**src/rtl/noc_pkg.sv**
```systemverilog
// Shared definitions for the NoC injection path: header layout, sequence width, packetizer states.
package noc_pkg;

  localparam int unsigned SEQ_W = 8;

  // Header field positions, expressed in units of one mesh coordinate width
  localparam int unsigned HDR_DX  = 0;
  localparam int unsigned HDR_DY  = 1;
  localparam int unsigned HDR_SX  = 2;
  localparam int unsigned HDR_SY  = 3;
  localparam int unsigned HDR_SEQ = 4;

  typedef logic [1:0] pkt_state_t;

  localparam pkt_state_t ST_IDLE = 2'd0;
  localparam pkt_state_t ST_PAY  = 2'd1;
  localparam pkt_state_t ST_DROP = 2'd2;

endpackage

```
**src/rtl/noc_skid.sv**
```systemverilog
// Two-entry AXI-Stream register slice; in_ready, out_valid and out_data all come straight from flops.
module noc_skid #(
  parameter int unsigned W = 37
) (
  input  logic         clk_i,
  input  logic         rst_i,
  input  logic         in_valid_i,
  input  logic [W-1:0] in_data_i,
  output logic         in_ready_o,
  output logic         out_valid_o,
  output logic [W-1:0] out_data_o,
  input  logic         out_ready_i
);

  logic [W-1:0] head_q, head_d;
  logic [W-1:0] tail_q, tail_d;
  logic [1:0]   cnt_q, cnt_d;
  logic         rdy_q;
  logic         vld_q;
  logic         push;
  logic         pop;

  assign push = in_valid_i & rdy_q;
  assign pop  = vld_q & out_ready_i;

  // head is the presented entry; tail only holds data while the slice is full
  always_comb begin
    head_d = head_q;
    tail_d = tail_q;
    cnt_d  = cnt_q;
    case (cnt_q)
      2'd0: begin
        if (push) begin
          head_d = in_data_i;
          cnt_d  = 2'd1;
        end
      end
      2'd1: begin
        if (push && pop) begin
          head_d = in_data_i;
        end else if (push) begin
          tail_d = in_data_i;
          cnt_d  = 2'd2;
        end else if (pop) begin
          cnt_d  = 2'd0;
        end
      end
      default: begin
        if (pop) begin
          head_d = tail_q;
          cnt_d  = 2'd1;
        end
      end
    endcase
  end

  always_ff @(posedge clk_i) begin
    if (rst_i) begin
      head_q <= '0;
      tail_q <= '0;
      cnt_q  <= 2'd0;
      rdy_q  <= 1'b1;
      vld_q  <= 1'b0;
    end else begin
      head_q <= head_d;
      tail_q <= tail_d;
      cnt_q  <= cnt_d;
      rdy_q  <= (cnt_d != 2'd2);
      vld_q  <= (cnt_d != 2'd0);
    end
  end

  assign in_ready_o  = rdy_q;
  assign out_valid_o = vld_q;
  assign out_data_o  = head_q;

endmodule

```
**src/rtl/noc_packetizer.sv**
```systemverilog
// NoC injection stage: prepends a routing header to each payload message and caps payload length.
module noc_packetizer
  import noc_pkg::*;
#(
  parameter int unsigned BW      = 32,
  parameter int unsigned BWB     = BW / 8,
  parameter int unsigned XY_SZ   = 3,
  parameter int unsigned MAX_LEN = 16
) (
  input  logic             clk_line,
  input  logic             rst,
  input  logic [XY_SZ-1:0] myX,
  input  logic [XY_SZ-1:0] myY,
  input  logic [XY_SZ-1:0] dst_x,
  input  logic [XY_SZ-1:0] dst_y,
  input  logic             s_TVALID,
  input  logic             s_TLAST,
  input  logic [BW-1:0]    s_TDATA,
  input  logic [BWB-1:0]   s_TKEEP,
  output logic             s_TREADY,
  output logic             m_TVALID,
  output logic             m_TLAST,
  output logic [BW-1:0]    m_TDATA,
  output logic [BWB-1:0]   m_TKEEP,
  input  logic             m_TREADY,
  output logic             err_trunc
);

  localparam int unsigned PW    = BW + BWB + 1;
  localparam int unsigned CNT_W = $clog2(MAX_LEN + 1);

  pkt_state_t       state_q, state_d;
  logic [CNT_W-1:0] cnt_q, cnt_d;
  logic [SEQ_W-1:0] seq_q, seq_d;
  logic             err_q, err_d;
  logic             push;
  logic [PW-1:0]    push_data;
  logic [BW-1:0]    hdr;
  logic             skid_rdy;
  logic [PW-1:0]    skid_out;

  // Next-state and skid push; the header captures dst_x/dst_y directly into the skid entry
  always_comb begin
    state_d   = state_q;
    cnt_d     = cnt_q;
    seq_d     = seq_q;
    err_d     = 1'b0;
    push      = 1'b0;
    push_data = '0;
    hdr       = '0;
    hdr[HDR_DX*XY_SZ +: XY_SZ]  = dst_x;
    hdr[HDR_DY*XY_SZ +: XY_SZ]  = dst_y;
    hdr[HDR_SX*XY_SZ +: XY_SZ]  = myX;
    hdr[HDR_SY*XY_SZ +: XY_SZ]  = myY;
    hdr[HDR_SEQ*XY_SZ +: SEQ_W] = seq_q;
    case (state_q)
      ST_IDLE: begin
        if (s_TVALID && skid_rdy) begin
          push      = 1'b1;
          push_data = {1'b0, {BWB{1'b1}}, hdr};
          seq_d     = seq_q + SEQ_W'(1);
          cnt_d     = '0;
          state_d   = ST_PAY;
        end
      end
      ST_PAY: begin
        if (s_TVALID && skid_rdy) begin
          push  = 1'b1;
          cnt_d = cnt_q + CNT_W'(1);
          if (s_TLAST) begin
            push_data = {1'b1, s_TKEEP, s_TDATA};
            state_d   = ST_IDLE;
          end else if (cnt_d == CNT_W'(MAX_LEN)) begin
            push_data = {1'b1, s_TKEEP, s_TDATA};
            err_d     = 1'b1;
            state_d   = ST_DROP;
          end else begin
            push_data = {1'b0, s_TKEEP, s_TDATA};
          end
        end
      end
      ST_DROP: begin
        if (s_TVALID && s_TLAST) begin
          state_d = ST_IDLE;
        end
      end
      default: state_d = ST_IDLE;
    endcase
  end

  always_ff @(posedge clk_line) begin
    if (rst) begin
      state_q <= ST_IDLE;
      cnt_q   <= '0;
      seq_q   <= '0;
      err_q   <= 1'b0;
    end else begin
      state_q <= state_d;
      cnt_q   <= cnt_d;
      seq_q   <= seq_d;
      err_q   <= err_d;
    end
  end

  noc_skid #(
    .W (PW)
  ) u_skid (
    .clk_i       (clk_line),
    .rst_i       (rst),
    .in_valid_i  (push),
    .in_data_i   (push_data),
    .in_ready_o  (skid_rdy),
    .out_valid_o (m_TVALID),
    .out_data_o  (skid_out),
    .out_ready_i (m_TREADY)
  );

  assign {m_TLAST, m_TKEEP, m_TDATA} = skid_out;
  assign s_TREADY  = ((state_q == ST_PAY) & skid_rdy) | (state_q == ST_DROP);
  assign err_trunc = err_q;

endmodule

```
**config.mk**
```make
export PLATFORM = sky130hd
export DESIGN_NAME = noc_packetizer
export DESIGN_NICKNAME = d
export VERILOG_FILES = /design/src/rtl/noc_pkg.sv /design/src/rtl/noc_skid.sv /design/src/rtl/noc_packetizer.sv
export SDC_FILE = /design/constraint.sdc
export NUM_CORES = 1
export LEC_CHECK = 0
export BUFFER_PORTS_ARGS = -buffer_cell sky130_fd_sc_hd__clkbuf_2
export CELL_PAD_IN_SITES_DETAIL_PLACEMENT = 0
export CELL_PAD_IN_SITES_GLOBAL_PLACEMENT = 1
export CORE_MARGIN = 1
export CORE_UTILIZATION = 30
export DETAILED_ROUTE_END_ITERATION = 7
export GPL_ROUTABILITY_DRIVEN = 0
export PLACE_DENSITY = 0.67
export SYNTH_ARGS = -nofsm -noshare
export SYNTH_HDL_FRONTEND = slang
export SYNTH_HIERARCHICAL = 1
export SYNTH_SLANG_ARGS = --single-unit
```
**constraint.sdc**
```tcl
create_clock -name clk_line -period 2.15 [get_ports clk_line]
set_clock_uncertainty 0.2 [all_clocks]
set_input_delay 0.3225 -clock clk_line [delete_from_list [all_inputs] [get_ports clk_line]]
set_output_delay 0.3225 -clock clk_line [all_outputs]
set_load 0.05 [all_outputs]
```
==> impl_results.md <==
- Area of the die: approximately 0.016 sq mm
- Standard-cell row count: 45
- DP Area: approximately 0.0054 sq mm
- Distinct cell type count of the synthesized netlist: 40
- Number of placed cells counting well taps: 787
- Cell internal power dissipation: around 3.4 mW
- Final nets: 642
- Placed wire-length estimate: ~8400 um
- Endpoint class of the critical path: register
- Clock root buffer: clkbuf_16
- Antenna cells: 0
- Proportion of total power due to net switching: about a third
- Yosys top cell area share: 39.8%
- Die width: 127 um
- Hold Fails Final Rpt: 0
- Total wire length after detailed routing: between 10000 and 15000 um
- Beginning of the worst register-to-register path: u_skid/in_ready_o$_SDFF_PP1_
- Clock tree from TritonCTS: yes
- Met2 routing resource usage after global routing: approximately a quarter
- Antenna Violating Nets Remaining: 0
- Crit Path Category: reg -> reg
- Most area-hungry cell type in the Yosys netlist: dfxtp_1
- Critical Path Start Type: register
- Area of combinational cells with multiple inputs: roughly 0.0026 sq mm
- Peak fanout along the critical path: 19
- Via Count: 3857
- Power after layout: ~5 mW
- Clock insertion delay at the later pin of the skew report: 0.35 ns
- Proportion of register bits with asynchronous set or reset after synthesis: 0%
- Cell types occupying the most area after synthesis: dfxtp_1, mux2i_1, nand2b_1
- Cell types with the highest counts after synthesis: dfxtp_1, mux2i_1, nand2b_1
- Final std cells w/o fill: 801
- Power Dens Cells: 901 mW/mm^2
- Part of the total power dissipated in combinational logic: 29.7%
- CTS sink count: 94
- Worst-case hold slack: between 0.1 and 0.15 ns
- Arrival @ worst endpoint: around 2.0 ns
- Starting DRC count in detailed routing: roughly 180
- Classification of the worst-slack hold path: in -> reg
- P&R area growth vs syn: 21.0%
- Number of gates given a new drive strength after cts: 0
- Synthesized instance count: 510
- Shortest clock period the worst path allows after layout: 1.97 ns
- Unrepaired setup endpoints after global routing: no
- Most used routing layer in global routing: met2
- Average vias per placed instance: 4.82
- Final setup vio count: 0
- Cell with the most instances after synthesis: dfxtp_1
- IR drop worst, VDD: about 430 uV
- Initial antenna violation count: 0
- Starting density of the core: 31.0%
- Drt wl/cell: 14.5 um
- Die outline height: between 100 and 150 um
- First-pass GRT wire length: between 15000 and 20000 um
- Net Switching: between 1.5 and 2 mW
- Vias in the first global route: around 3700
- Share of power burned in the clock network: between 30 and 40%
- Met1 demand-to-capacity share in global routing: 19.3%
- Number of buffers between clock root and the deepest sink: 2
- Setup slack after placement: 0.141 ns
- Highest achievable clock rate: 0.508 GHz
- Global Route Usage Sum: 14.9%
- Max-cap violations: 0
- Hold-fix buffers, CTS: 0
- Syn Nets: 565
- Postcts setup bufs: 0
- Status: finished, final reports clean
- Combined flip-flop and latch cell area: 0.00188 sq mm
- Worst setup path start: u_skid/in_ready_o$_SDFF_PP1_
- Area of the core: 0.0153 sq mm
- Pins Over Slew Limit: 0
- PortBufs: 92
- Synth Register Bits: 94
- Clock transition at the registers of the reported paths: 0.06 ns
- Period Utilization, post-route: 91.5%
- Count of TritonRoute iterations in the first routing pass: 4
- Setup TNS after final layout: 0 ns
- Number of synthesis warnings: 6
- Fill count: 1550
- Share of post-route cells with drive strength above 1: 22.7%
- Worst max-slew margin expressed relative to the limit: roughly three fifths
- Average footprint of a synthesized cell: 9.26 sq um
- Pin count of the biggest net entering global routing: 46
- CTS Buf Count: 9
- Total I/O pin count: 93
- Worst EP required: 2.22 ns
- Clock H-tree levels: 3
- Global-route congestion overflow total: 0
- Final design area excluding fillers: 0.00572 sq mm
- Min-Delay Path Depth: 4
- LEAKAGE: 2.16 nW
- Smallest setup slack after layout: 0.183 ns
- Remaining design rule violation count: 0
- EDFF count, synth: 0
- Met3 capacity usage during global routing: 2.76%
- Reg2reg path depth: 6
- Prevailing post-synth register cell: dfxtp_1
- Mapped cell area: 0.00472 sq mm
- Slew at the pin closest to its max-slew limit: approximately 0.57 ns
- Part of the Yosys area used for sequential elements: approximately two fifths
- Power share of the sequential group: 39.2%
- Utilization of the core after routing: between 30% and 40%
- Hold Startpoint: s_TLAST
==> placed cells by master (no fill, tap or decap), drive strengths merged, types with 4 or more instances in the layout <==
master,Yosys,layout
clkbuf,21,104
a21oi,49,49
buf,26,22
nand2,11,11
mux2i,93,93
nor3,5,5
and3,14,14
dfxtp,94,94
nand3b,5,5
a211oi,38,38
nand2b,76,76
o21ai,4,4
nor2,32,32
a21o,6,6
nand3,5,5
==> power groups by stage <==
stage	clock network, mW	logic [mW]	registers [mW]
after floorplan	0	0.711	2.48
after global placement	0	1.53	2.05
after detailed placement	0	1.54	2.06
after CTS	1.66	1.54	2.02
after global routing	1.71	1.64	2.04
final	1.60	1.53	2.02
==> cell type report <==
| class | count | area share [%] |
|---|---|---|
| clock inverters | 1 | 0.525 |
| clock buffers | 13 | 4.55 |
| well taps | 211 | 4.62 |
| flip-flops and latches | 94 | 33.0 |
| inverters | 1 | 0.0657 |
| repair buffers | 113 | 11.5 |
| multi-input cells | 368 | 45.8 |
==> layer usage <==
metal	up-vias	wire, um	share of wire [%]
met1	1826	5670	49
met3	14	352	3.0
li1	1946	-	-
met2	71	5420	47
met4	0	208	1.8
met5	-	0	0
==> worst paths after layout <==
kind | slack (ns) | to
setup / recovery | 0.18 | u_skid/tail_q[10]$_SDFFE_PP0P_
hold / removal | 0.12 | err_trunc$_SDFF_PP0_
setup reg to reg | 0.18 | u_skid/tail_q[10]$_SDFFE_PP0P_
hold reg to reg | 0.28 | u_skid/tail_q[27]$_SDFFE_PP0P_
==> worst max-delay path, cell delays in order, from the launching register on <==
cell and delay (ns):
dfxtp_1 0.43, nand3b_1 0.15, inv_2 0.10, and3b_1 0.20, and3_2 0.36, buf_12 0.23
mux2i_1 0.21
==> sequential cells by signal, summed over array words and instances, names as in the netlist <==
name	count
state_q	2
u_skid/out_valid_o	1
u_skid/tail_q	37
err_trunc	1
seq_q	8
cnt_q	5
u_skid/cnt_q	2
u_skid/out_data_o	37
u_skid/in_ready_o	1
==> logic make-up (layout without fill, tap and decap cells) <==
| logic type | Yosys count | after routing | synth area share [%] |
|---|---|---|---|
| xor gates and xnor gates | 6 | 6 | 1.11 |
| buffers and inverters | 48 | 128 | 5.19 |
| and+or+nand+nor | 163 | 163 | 19.8 |
| muxes | 94 | 94 | 19.9 |
| AOI/OAI and AO/OA | 103 | 103 | 13.6 |
| DFF | 94 | 94 | 39.8 |
| adders and majority gates | 2 | 2 | 0.530 |
Note: power is estimated with default switching activity, not from simulation.
